===== src/rtl/uart_pkg.sv =====
// uart_pkg: shared types and constants for the UART transmit arbiter.
//   uart_state_e         : arbiter FSM state encoding (2 bits)
//   DEFAULT_BUSY_TIMEOUT : default cycles to wait for the UART busy flag
//   UART_BYTE_W          : width of one UART byte
package uart_pkg;

  localparam int UART_BYTE_W          = 8;
  localparam int DEFAULT_BUSY_TIMEOUT = 16;
  localparam int CNT_W                = 8;

  typedef enum logic [1:0] {
    ST_IDLE      = 2'd0,
    ST_START     = 2'd1,
    ST_WAIT_BUSY = 2'd2,
    ST_WAIT_DONE = 2'd3
  } uart_state_e;

endpackage


===== src/rtl/uart_tx_arb_if.sv =====
// uart_tx_arb_if: bundle of the requester handshakes and the UART-side
// signals of the transmit arbiter.
//   req0_*/req1_*   : valid/data from requesters, ready back to them
//   transmit/tx_byte: start pulse and byte toward the UART
//   is_transmitting : UART busy flag
//   tx_done/tx_err  : completion / busy-timeout pulses, tx_id owner index
// Modports: slave = arbiter side, master = requesters + UART side.
interface uart_tx_arb_if;
  import uart_pkg::*;

  logic                   req0_valid;
  logic [UART_BYTE_W-1:0] req0_data;
  logic                   req0_ready;
  logic                   req1_valid;
  logic [UART_BYTE_W-1:0] req1_data;
  logic                   req1_ready;
  logic                   transmit;
  logic [UART_BYTE_W-1:0] tx_byte;
  logic                   is_transmitting;
  logic                   tx_done;
  logic                   tx_id;
  logic                   tx_err;

  modport slave (
    input  req0_valid, req0_data, req1_valid, req1_data, is_transmitting,
    output req0_ready, req1_ready, transmit, tx_byte, tx_done, tx_id, tx_err
  );

  modport master (
    output req0_valid, req0_data, req1_valid, req1_data, is_transmitting,
    input  req0_ready, req1_ready, transmit, tx_byte, tx_done, tx_id, tx_err
  );

endinterface


===== src/rtl/uart_rr_arb2.sv =====
// uart_rr_arb2: two-way round-robin arbiter.
//   clk, rst : clock, synchronous active-high reset
//   en_i     : grants may be issued this cycle
//   req_i    : request vector, bit N = requester N
//   gnt_o    : one-hot grant (combinational), zero when en_i is low
// last_grant resets to 1 so requester 0 wins the first contention; it only
// moves when a grant is actually issued.
module uart_rr_arb2 (
  input  logic       clk,
  input  logic       rst,
  input  logic       en_i,
  input  logic [1:0] req_i,
  output logic [1:0] gnt_o
);

  logic last_q;
  logic last_d;

  always_comb begin
    gnt_o  = 2'b00;
    last_d = last_q;
    if (en_i) begin
      if (req_i == 2'b11) begin
        gnt_o = last_q ? 2'b01 : 2'b10;
      end else begin
        gnt_o = req_i;
      end
    end
    if (gnt_o != 2'b00) begin
      last_d = gnt_o[1];
    end
  end

  always_ff @(posedge clk) begin
    if (rst) begin
      last_q <= 1'b1;
    end else begin
      last_q <= last_d;
    end
  end

endmodule


===== src/rtl/uart_tx_arb.sv =====
// uart_tx_arb: arbitrates two byte requesters onto one UART transmitter.
//   clk, rst : clock, synchronous active-high reset
//   bus      : uart_tx_arb_if.slave (requester handshakes, UART control,
//              completion/error pulses)
// Parameter BUSY_TIMEOUT: cycles to wait in WAIT_BUSY for the UART to
// report busy before giving up (1..255).
//
// state     | meaning
// ----------+-------------------------------------------------------------
// IDLE      | waiting for a request while the UART is free; grants here
// START     | transmit pulse for the latched byte
// WAIT_BUSY | waiting for the UART to raise is_transmitting (timed)
// WAIT_DONE | UART busy; waiting for it to finish
module uart_tx_arb
  import uart_pkg::*;
#(
  parameter int BUSY_TIMEOUT = DEFAULT_BUSY_TIMEOUT
) (
  input  logic         clk,
  input  logic         rst,
  uart_tx_arb_if.slave bus
);

  localparam logic [CNT_W-1:0] TIMEOUT_C = CNT_W'(BUSY_TIMEOUT);

  uart_state_e            state_q, state_d;
  logic [CNT_W-1:0]       cnt_q, cnt_d, cnt_inc;
  logic [UART_BYTE_W-1:0] tx_byte_q, tx_byte_d;
  logic                   tx_id_q, tx_id_d;
  logic                   tx_done_q, tx_done_d;
  logic                   tx_err_q, tx_err_d;
  logic                   grant_en;
  logic [1:0]             gnt;

  // Grants are held off during a done/err pulse so the next grant lands no
  // earlier than the cycle after it.
  assign grant_en = (state_q == ST_IDLE) && !rst && !bus.is_transmitting &&
                    !tx_done_q && !tx_err_q;

  uart_rr_arb2 u_rr (
    .clk   (clk),
    .rst   (rst),
    .en_i  (grant_en),
    .req_i ({bus.req1_valid, bus.req0_valid}),
    .gnt_o (gnt)
  );

  // Saturating increment so the counter never wraps.
  assign cnt_inc = (cnt_q == {CNT_W{1'b1}}) ? cnt_q : cnt_q + 1'b1;

  always_comb begin
    state_d   = state_q;
    cnt_d     = cnt_q;
    tx_byte_d = tx_byte_q;
    tx_id_d   = tx_id_q;
    tx_done_d = 1'b0;
    tx_err_d  = 1'b0;
    case (state_q)
      ST_IDLE: begin
        if (gnt != 2'b00) begin
          tx_id_d   = gnt[1];
          tx_byte_d = gnt[1] ? bus.req1_data : bus.req0_data;
          state_d   = ST_START;
        end
      end
      ST_START: begin
        cnt_d   = '0;
        state_d = ST_WAIT_BUSY;
      end
      ST_WAIT_BUSY: begin
        if (bus.is_transmitting) begin
          state_d = ST_WAIT_DONE;
        end else begin
          cnt_d = cnt_inc;
          if (cnt_inc >= TIMEOUT_C) begin
            tx_err_d = 1'b1;
            state_d  = ST_IDLE;
          end
        end
      end
      ST_WAIT_DONE: begin
        if (!bus.is_transmitting) begin
          tx_done_d = 1'b1;
          state_d   = ST_IDLE;
        end
      end
      default: state_d = ST_IDLE;
    endcase
  end

  always_ff @(posedge clk) begin
    if (rst) begin
      state_q   <= ST_IDLE;
      cnt_q     <= '0;
      tx_byte_q <= '0;
      tx_id_q   <= 1'b0;
      tx_done_q <= 1'b0;
      tx_err_q  <= 1'b0;
    end else begin
      state_q   <= state_d;
      cnt_q     <= cnt_d;
      tx_byte_q <= tx_byte_d;
      tx_id_q   <= tx_id_d;
      tx_done_q <= tx_done_d;
      tx_err_q  <= tx_err_d;
    end
  end

  assign bus.req0_ready = gnt[0];
  assign bus.req1_ready = gnt[1];
  assign bus.transmit   = (state_q == ST_START);
  assign bus.tx_byte    = tx_byte_q;
  assign bus.tx_id      = tx_id_q;
  assign bus.tx_done    = tx_done_q;
  assign bus.tx_err     = tx_err_q;

endmodule


===== src/flat_wrapper.sv =====
// flat-port wrapper written by rule: the top's interface ports become plain ports
module uart_tx_arb_flat import uart_pkg::*;
#(
  parameter int BUSY_TIMEOUT = DEFAULT_BUSY_TIMEOUT
)
  (clk, rst, bus_req0_valid, bus_req0_data, bus_req1_valid, bus_req1_data, bus_is_transmitting, bus_req0_ready, bus_req1_ready, bus_transmit, bus_tx_byte, bus_tx_done, bus_tx_id, bus_tx_err);
  uart_tx_arb_if bus_i ();
  input  logic clk;
  input  logic rst;
  input wire logic [$bits(bus_i.req0_valid)-1:0] bus_req0_valid;
  input wire logic [$bits(bus_i.req0_data)-1:0] bus_req0_data;
  input wire logic [$bits(bus_i.req1_valid)-1:0] bus_req1_valid;
  input wire logic [$bits(bus_i.req1_data)-1:0] bus_req1_data;
  input wire logic [$bits(bus_i.is_transmitting)-1:0] bus_is_transmitting;
  output wire logic [$bits(bus_i.req0_ready)-1:0] bus_req0_ready;
  output wire logic [$bits(bus_i.req1_ready)-1:0] bus_req1_ready;
  output wire logic [$bits(bus_i.transmit)-1:0] bus_transmit;
  output wire logic [$bits(bus_i.tx_byte)-1:0] bus_tx_byte;
  output wire logic [$bits(bus_i.tx_done)-1:0] bus_tx_done;
  output wire logic [$bits(bus_i.tx_id)-1:0] bus_tx_id;
  output wire logic [$bits(bus_i.tx_err)-1:0] bus_tx_err;
  assign bus_i.req0_valid = bus_req0_valid;
  assign bus_i.req0_data = bus_req0_data;
  assign bus_i.req1_valid = bus_req1_valid;
  assign bus_i.req1_data = bus_req1_data;
  assign bus_i.is_transmitting = bus_is_transmitting;
  assign bus_req0_ready = bus_i.req0_ready;
  assign bus_req1_ready = bus_i.req1_ready;
  assign bus_transmit = bus_i.transmit;
  assign bus_tx_byte = bus_i.tx_byte;
  assign bus_tx_done = bus_i.tx_done;
  assign bus_tx_id = bus_i.tx_id;
  assign bus_tx_err = bus_i.tx_err;
  uart_tx_arb #(.BUSY_TIMEOUT(BUSY_TIMEOUT)) u_core (.clk(clk), .rst(rst), .bus(bus_i));
endmodule

===== config.mk =====
export PLATFORM = sky130hd
export DESIGN_NAME = uart_tx_arb_flat
export DESIGN_NICKNAME = d
export VERILOG_FILES = /design/src/rtl/uart_pkg.sv /design/src/rtl/uart_tx_arb_if.sv /design/src/rtl/uart_rr_arb2.sv /design/src/rtl/uart_tx_arb.sv /design/src/flat_wrapper.sv
export SDC_FILE = /design/constraint.sdc
export NUM_CORES = 1
export LEC_CHECK = 0
export BUFFER_PORTS_ARGS = -buffer_cell sky130_fd_sc_hd__buf_2
export CELL_PAD_IN_SITES_DETAIL_PLACEMENT = 1
export CELL_PAD_IN_SITES_GLOBAL_PLACEMENT = 2
export CORE_MARGIN = 2
export CORE_UTILIZATION = 29
export CTS_BUF_LIST = sky130_fd_sc_hd__clkbuf_16
export DETAILED_ROUTE_END_ITERATION = 12
export PLACE_DENSITY_LB_ADDON = 0.1
export SETUP_SLACK_MARGIN = 0.15
export SLEW_MARGIN = 20
export SYNTH_ARGS = -nofsm -noshare
export SYNTH_HDL_FRONTEND = slang
export SYNTH_SLANG_ARGS = --single-unit

===== constraint.sdc =====
create_clock -name clk -period 1.87 [get_ports clk]
set_input_delay 0.187 -clock clk [delete_from_list [all_inputs] [get_ports clk]]
set_output_delay 0.187 -clock clk [all_outputs]
set_load 0.005 [all_outputs]

* Word level (Yosys, flattened, before mapping)
Index checks and enable logic that the tools add are counted.
Cells by class: equal/unequal tests 9, reduce and logical (&&, ||, !) cells 16, add/sub/neg operators 1, bitwise gates (word level) 2, $lt $le $gt $ge 1, muxes and demuxes 14
Operators with widths (count):
- two-way mux 8 bit | 3
- case mux 8 bit (2 select lines) | 1
- two-way mux 2 bit | 7
- adder 8 x 1 -> 8 bit, second input constant | 1
- equality test 8 bit, second input constant | 1
- >= comparator 8 x 5 -> 1 bit, second input constant | 1
- case mux 2 bit (4 select lines) | 1
- equality test 2 bit, second input constant | 3
- inequality test 2 bit, second input constant | 3
- logical AND 1 bit | 4
- zero test 1 bit | 4
- AND reduction 2 bit | 2
- nonzero test 2 bit | 2
- inequality test 3 x 2 -> 1 bit, second input constant | 1
- AND reduction 3 bit | 1
- OR reduction 3 bit | 1
- equality test 2 x 1 -> 1 bit, second input constant | 1
- zero test 2 bit | 1
- two-way mux 1 bit | 2
- inverter 1 bit | 2
- OR reduction 2 bit | 1
Word-level totals: register bits after elaboration 22, input port bits 21, logic and storage cells 50

* Longest topological paths before layout
depth after elaboration 9, gate-level depth with buffers 6, depth with buffers taken out 5

* By module
A second synthesis with hierarchy kept.
Unflattened totals: cells, all modules 127, area total of the unflattened synthesis 1112.3 um^2
Modules (own cells, without submodules):
- uart_tx_arb | area an instance 1053.5 um^2, times used 1, cells each 119
- uart_rr_arb2 | area an instance 58.8 um^2, times used 1, cells each 8

* Least setup slack after synthesis
No wires, ideal clock.
path type register -> register, start point register u_core.state_q[1], end point register u_core.tx_byte_q[0] (netlist: u_core.bus.tx_byte[0]), clock period less this slack 1398 ps, arrival time 1312 ps, path buffers 1, path slack 472 ps, required time 1784 ps, stages on the path, launching flop included 6, setup time 86 ps, path through dfxtp_1 nor4_4 nand4_1 buf_2 mux2i_1 a211oi_1
On the way: longest elaborated chain between the ends 8, elaborated cells on any way between the ends 9, classes of those cells 2 x mux; 7 x reduce/logical
RTL lines:
- start, declared | line uart_tx_arb.sv:26 | uart_state_e state_q, state_d;
- start signal, assigned | line uart_tx_arb.sv:100 | state_q <= state_d;
- zero test 2 bit (*) | line uart_tx_arb.sv:37, uart_tx_arb.sv:58
- logical AND 1 bit (3 in series) | line uart_tx_arb.sv:37 | assign grant_en = (state_q == ST_IDLE) && !rst && !bus.is_transmitting &&
- logical AND 1 bit | line uart_tx_arb.sv:38 | !tx_done_q && !tx_err_q;
- two-way mux 2 bit | line uart_rr_arb2.sv:22 | if (en_i) begin
- nonzero test 2 bit | line uart_tx_arb.sv:60 | if (gnt != 2'b00) begin
- AND reduction 2 bit (no line)
- end signal, assigned | line uart_tx_arb.sv:102 | tx_byte_q <= tx_byte_d;
- end, declared | line uart_tx_arb.sv:28 | logic [UART_BYTE_W-1:0] tx_byte_q, tx_byte_d;
Every way passes the cells marked *; elsewhere a longest branch is shown, timed or not. A chain may end at the register's enable or synchronous reset.

* Final worst setup path
start point register u_core.tx_err_q (netlist: u_core.bus.tx_err), end point output bus_req1_ready
On the way: longest elaborated chain between the ends 3
RTL lines:
- start, declared | line uart_tx_arb.sv:31 | logic tx_err_q, tx_err_d;
- start signal, assigned | line uart_tx_arb.sv:105 | tx_err_q <= tx_err_d;
- zero test 1 bit | line uart_tx_arb.sv:38
- logical AND 1 bit | line uart_tx_arb.sv:38
- two-way mux 2 bit | line uart_rr_arb2.sv:22
- end, declared | line flat_wrapper.sv:16 | output wire logic [$bits(bus_i.req1_ready)-1:0] bus_req1_ready;
No other way between the ends.

==> impl_summary.log <==
[metrics] clock latency at the later pin of the worst-skew pair: 0.25 ns
[metrics] timing startpoint of the critical path: u_core.bus.tx_err
[metrics] largest cells by area after synthesis: dfxtp_1 40%, mux2i_1 7.2%, nor2_1 5.8%, a211oi_1 5.4%, a21oi_1 3.2%
[metrics] initial cell density of the core: 30.28%
[metrics] tightest hold margin: 0.2427 ns
[metrics] slew at the pin closest to its max-slew limit: 0.4363 ns
[metrics] CTS max path bufs: 2
[metrics] number of nets still failing antenna checks after routing: 0
[metrics] instance count of the mapped netlist: 122
[metrics] number of nets in the synthesized netlist: 144
[metrics] number of H-tree levels: 1
[metrics] area fraction of the dominant cell type after synthesis: 39.73%
[metrics] unrepaired setup endpoints after global routing: false
[metrics] clock tree from TritonCTS: yes
[metrics] vias in the first global route: 1003
[metrics] all-layer global routing usage: 13.46%
[metrics] post-detailed-route DRC marker count: 0
[metrics] Post-Route Skew: 0.003595 ns
[metrics] number of synthesized flops with an enable pin: 0
[metrics] cell depth of the worst hold path: 3
[metrics] Arr. time, crit path: 1.38 ns
[metrics] destination of the worst hold path: u_core.state_q[0]
[metrics] number of antenna violations at the first check in global routing: 0
[metrics] result of the run: finished, final reports clean
[metrics] critical path peak fanout: 6
[metrics] post-layout worst setup margin: 0.3040 ns
[metrics] worst hold path type: input pin to flip-flop
[metrics] maximum vdd ir drop: 0.2512 mV
[metrics] length in cells of the worst reg-to-reg path: 6
[metrics] post-placement setup slack: 0.2572 ns
[metrics] Hold Path Origin: bus_is_transmitting
[metrics] cell area after synthesis: 1109 µm²
[metrics] I/O pin cnt: 35
[metrics] number of clock sinks: 22
[metrics] initial drt markers: 39
[metrics] launch point of the worst reg-to-reg path: u_core.bus.tx_err
[metrics] total inserted antenna cells: 0
[metrics] Reg2Reg Capture Point: u_core.bus.tx_byte[1]
[metrics] buffers added on ports: 34
[metrics] average detailed-routed wire length per instance: 13.22 µm
[metrics] number of clock buffers inserted by TritonCTS: 3
[metrics] post-synth top area cell: dfxtp_1
[metrics] Clock Pin Slew Worst Setup and Hold Paths: 0.06 ns
[metrics] half-perimeter wire length after detailed placement: 2069 µm
[metrics] DR pass1 iterations: 4
[metrics] via count: 1063
[metrics] overflow left after global routing: 0
[metrics] die footprint: 4333 µm²
[metrics] cell with the most instances after synthesis: dfxtp_1
[metrics] overall power after layout: 1.120 mW
[metrics] setup slack of the worst register-to-register path: 0.30 ns
[metrics] CP endpoint kind: primary output
[metrics] combinational share of power: 14.2%
[metrics] placeable core region: 3661 µm²
[metrics] required time of the critical path: 1.68 ns
[metrics] count of yosys warnings during synthesis: 0
[metrics] leading cell types by count after synthesis: 22 x dfxtp_1, 17 x nor2_1, 8 x a211oi_1, 8 x mux2i_1, 7 x a21oi_1
[metrics] count of endpoints failing setup in the final report: 0
[metrics] ys async rst share: 0%
[metrics] max-slew headroom at the worst pin: 70.85%
[metrics] sequential element share of the synthesized area: 39.73%
[metrics] weighted congestion at the end of routability-driven global placement: 0.7358
[metrics] Max Fclk: 0.6386 GHz
[metrics] portion of the clock cycle consumed by the worst path in the final layout: 83.74%
[metrics] max-slew violations: 0
[metrics] sort of element at the start of the critical path: flip-flop
[metrics] setup_tns: 0 ns
[metrics] most instantiated flip-flop cell in the synthesis netlist: dfxtp_1
[metrics] clock share of power: 40.1%
[metrics] Synth Area per Inst: 9.087 µm²
[metrics] total power divided by cell area: 780.3 nW/µm²
[metrics] net switching component of the power: 0.2645 mW
[metrics] hold buffer count at CTS: 0
[metrics] count of maximum capacitance violations: 0
[metrics] Synth Register Bits: 22
[metrics] # nets final: 185
[metrics] x dimension of the die: 65.83 µm
[metrics] wire length of the first global-routing pass: 4574 µm
[metrics] Site Rows: 22
[metrics] number of hold violations in the final report: 0
[metrics] Leakage Power: 0.6426 nW
[metrics] number of filler cells placed in the layout: 456
[metrics] CTS Root Buffer Type: clkbuf_16
[metrics] largest net degree at the start of global routing: 21
[metrics] part of the power in registers: 45.7%
[metrics] ratio of cells with drive above 1 in the final layout: 34.78%
[metrics] time the worst path needs with I/O delays and setup: 1.566 ns
[metrics] Vias/cell: 5.086
[metrics] Vert. Die Dim: 65.83 µm
[metrics] fraction of power spent switching nets: 23.61%
[metrics] synth-to-layout area growth: 29.46%
[metrics] unique cell type count in the Yosys netlist: 41
[metrics] total internal power: 0.8554 mW
[metrics] Worst Path Class, Setup: flip-flop to primary output
[metrics] total wirelength of the detailed-routed design: 2763 µm
==> per-stage QoR <==
stage          instances  area, µm²  util [%]
3_5_place_dp         201       1311     35.82
3_3_place_gp         201       1311     35.82
4_1_cts              205       1394     38.07
2_1_floorplan        122       1109         -
5_1_grt              209       1435     39.20
6_report             209       1435     39.20
==> how the worst max path moves through the flow <==
stage          depth (start not counted)               endpoint  slack [ns]
2_1_floorplan                          5  u_core.bus.tx_byte[0]        0.47
3_5_place_dp                           5  u_core.bus.tx_byte[2]        0.26
5_1_grt                                5        u_core.cnt_q[2]        0.15
4_1_cts                                5         bus_req1_ready        0.18
3_3_place_gp                           5  u_core.bus.tx_byte[4]        0.36
6_report                               5         bus_req1_ready        0.30
==> power by group through the flow <==
stage	Clock, mW	Sequential, mW	Combinational [mW]
global placement	0	0.520	0.150
floorplan	0	0.521	0.0953
detailed placement	0	0.522	0.153
CTS	0.461	0.512	0.156
global route	0.487	0.516	0.180
finish	0.449	0.512	0.160
==> cells by family after synthesis <==
logic type / synth area share, %
simple gates: 27.99
compound gates: 17.27
flops: 39.73
buf+inv: 5.868
mux: 7.224
xor+xnor: 0.7902
fa+ha+maj: 1.128
==> per-layer routing <==
| layer | global-route usage (%) | wire length (µm) | up-vias | share of wire, % |
|---|---|---|---|---|
| met2 | 22.22 | 1372 | 18 | 50 |
| met1 | 17.44 | 1280 | 507 | 46 |
| li1 | - | - | 534 | - |
| met4 | 4.688 | 26 | 0 | 0.94 |
| met5 | 0 | 0 | - | 0 |
| met3 | 2.555 | 83 | 4 | 3.0 |
==> critical path, stage by stage (launching register included) <==
cell,delay [ns]
dfxtp_2,0.33
nor4_4,0.31
nand4_1,0.17
buf_6,0.17
inv_1,0.04
buf_2,0.10
==> area by class of cell <==
| cell class | count | area, µm² | share of cell area, % |
|---|---|---|---|
| clock buffer | 3 | 75.07 | 5.231 |
| inverter | 4 | 15.01 | 1.046 |
| multi-input combinational | 90 | 608.1 | 42.37 |
| sequential | 22 | 442.9 | 30.86 |
| tap | 48 | 60.06 | 4.185 |
| timing repair buffer | 42 | 234.0 | 16.30 |
==> state kept, by name, summed over array words and instances, names as in the netlist <==
name	cells
u_core.bus.tx_byte	8
u_core.bus.tx_err	1
u_core.cnt_q	8
u_core.state_q	2
u_core.u_rr.last_q	1
u_core.bus.tx_id	1
u_core.bus.tx_done	1
==> cell usage in the layout (no fill, tap or decap), types with 4 or more instances in the layout <==
cell / n
a31oi_1: 4
nand2_1: 5
buf_4: 7
a21oi_1: 7
mux2i_1: 8
nand3_1: 5
nor3_1: 4
nor2_1: 17
dfxtp_1: 20
buf_2: 34
a211oi_1: 7
==> timing repair <==
item	CTS	global route
resized for setup	0	6
buffers inserted	1	4
endpoints found under the setup margin	1	5
endpoints found under the hold margin	0	0
pin swaps	1	5
(Power assumes the default switching activity.)
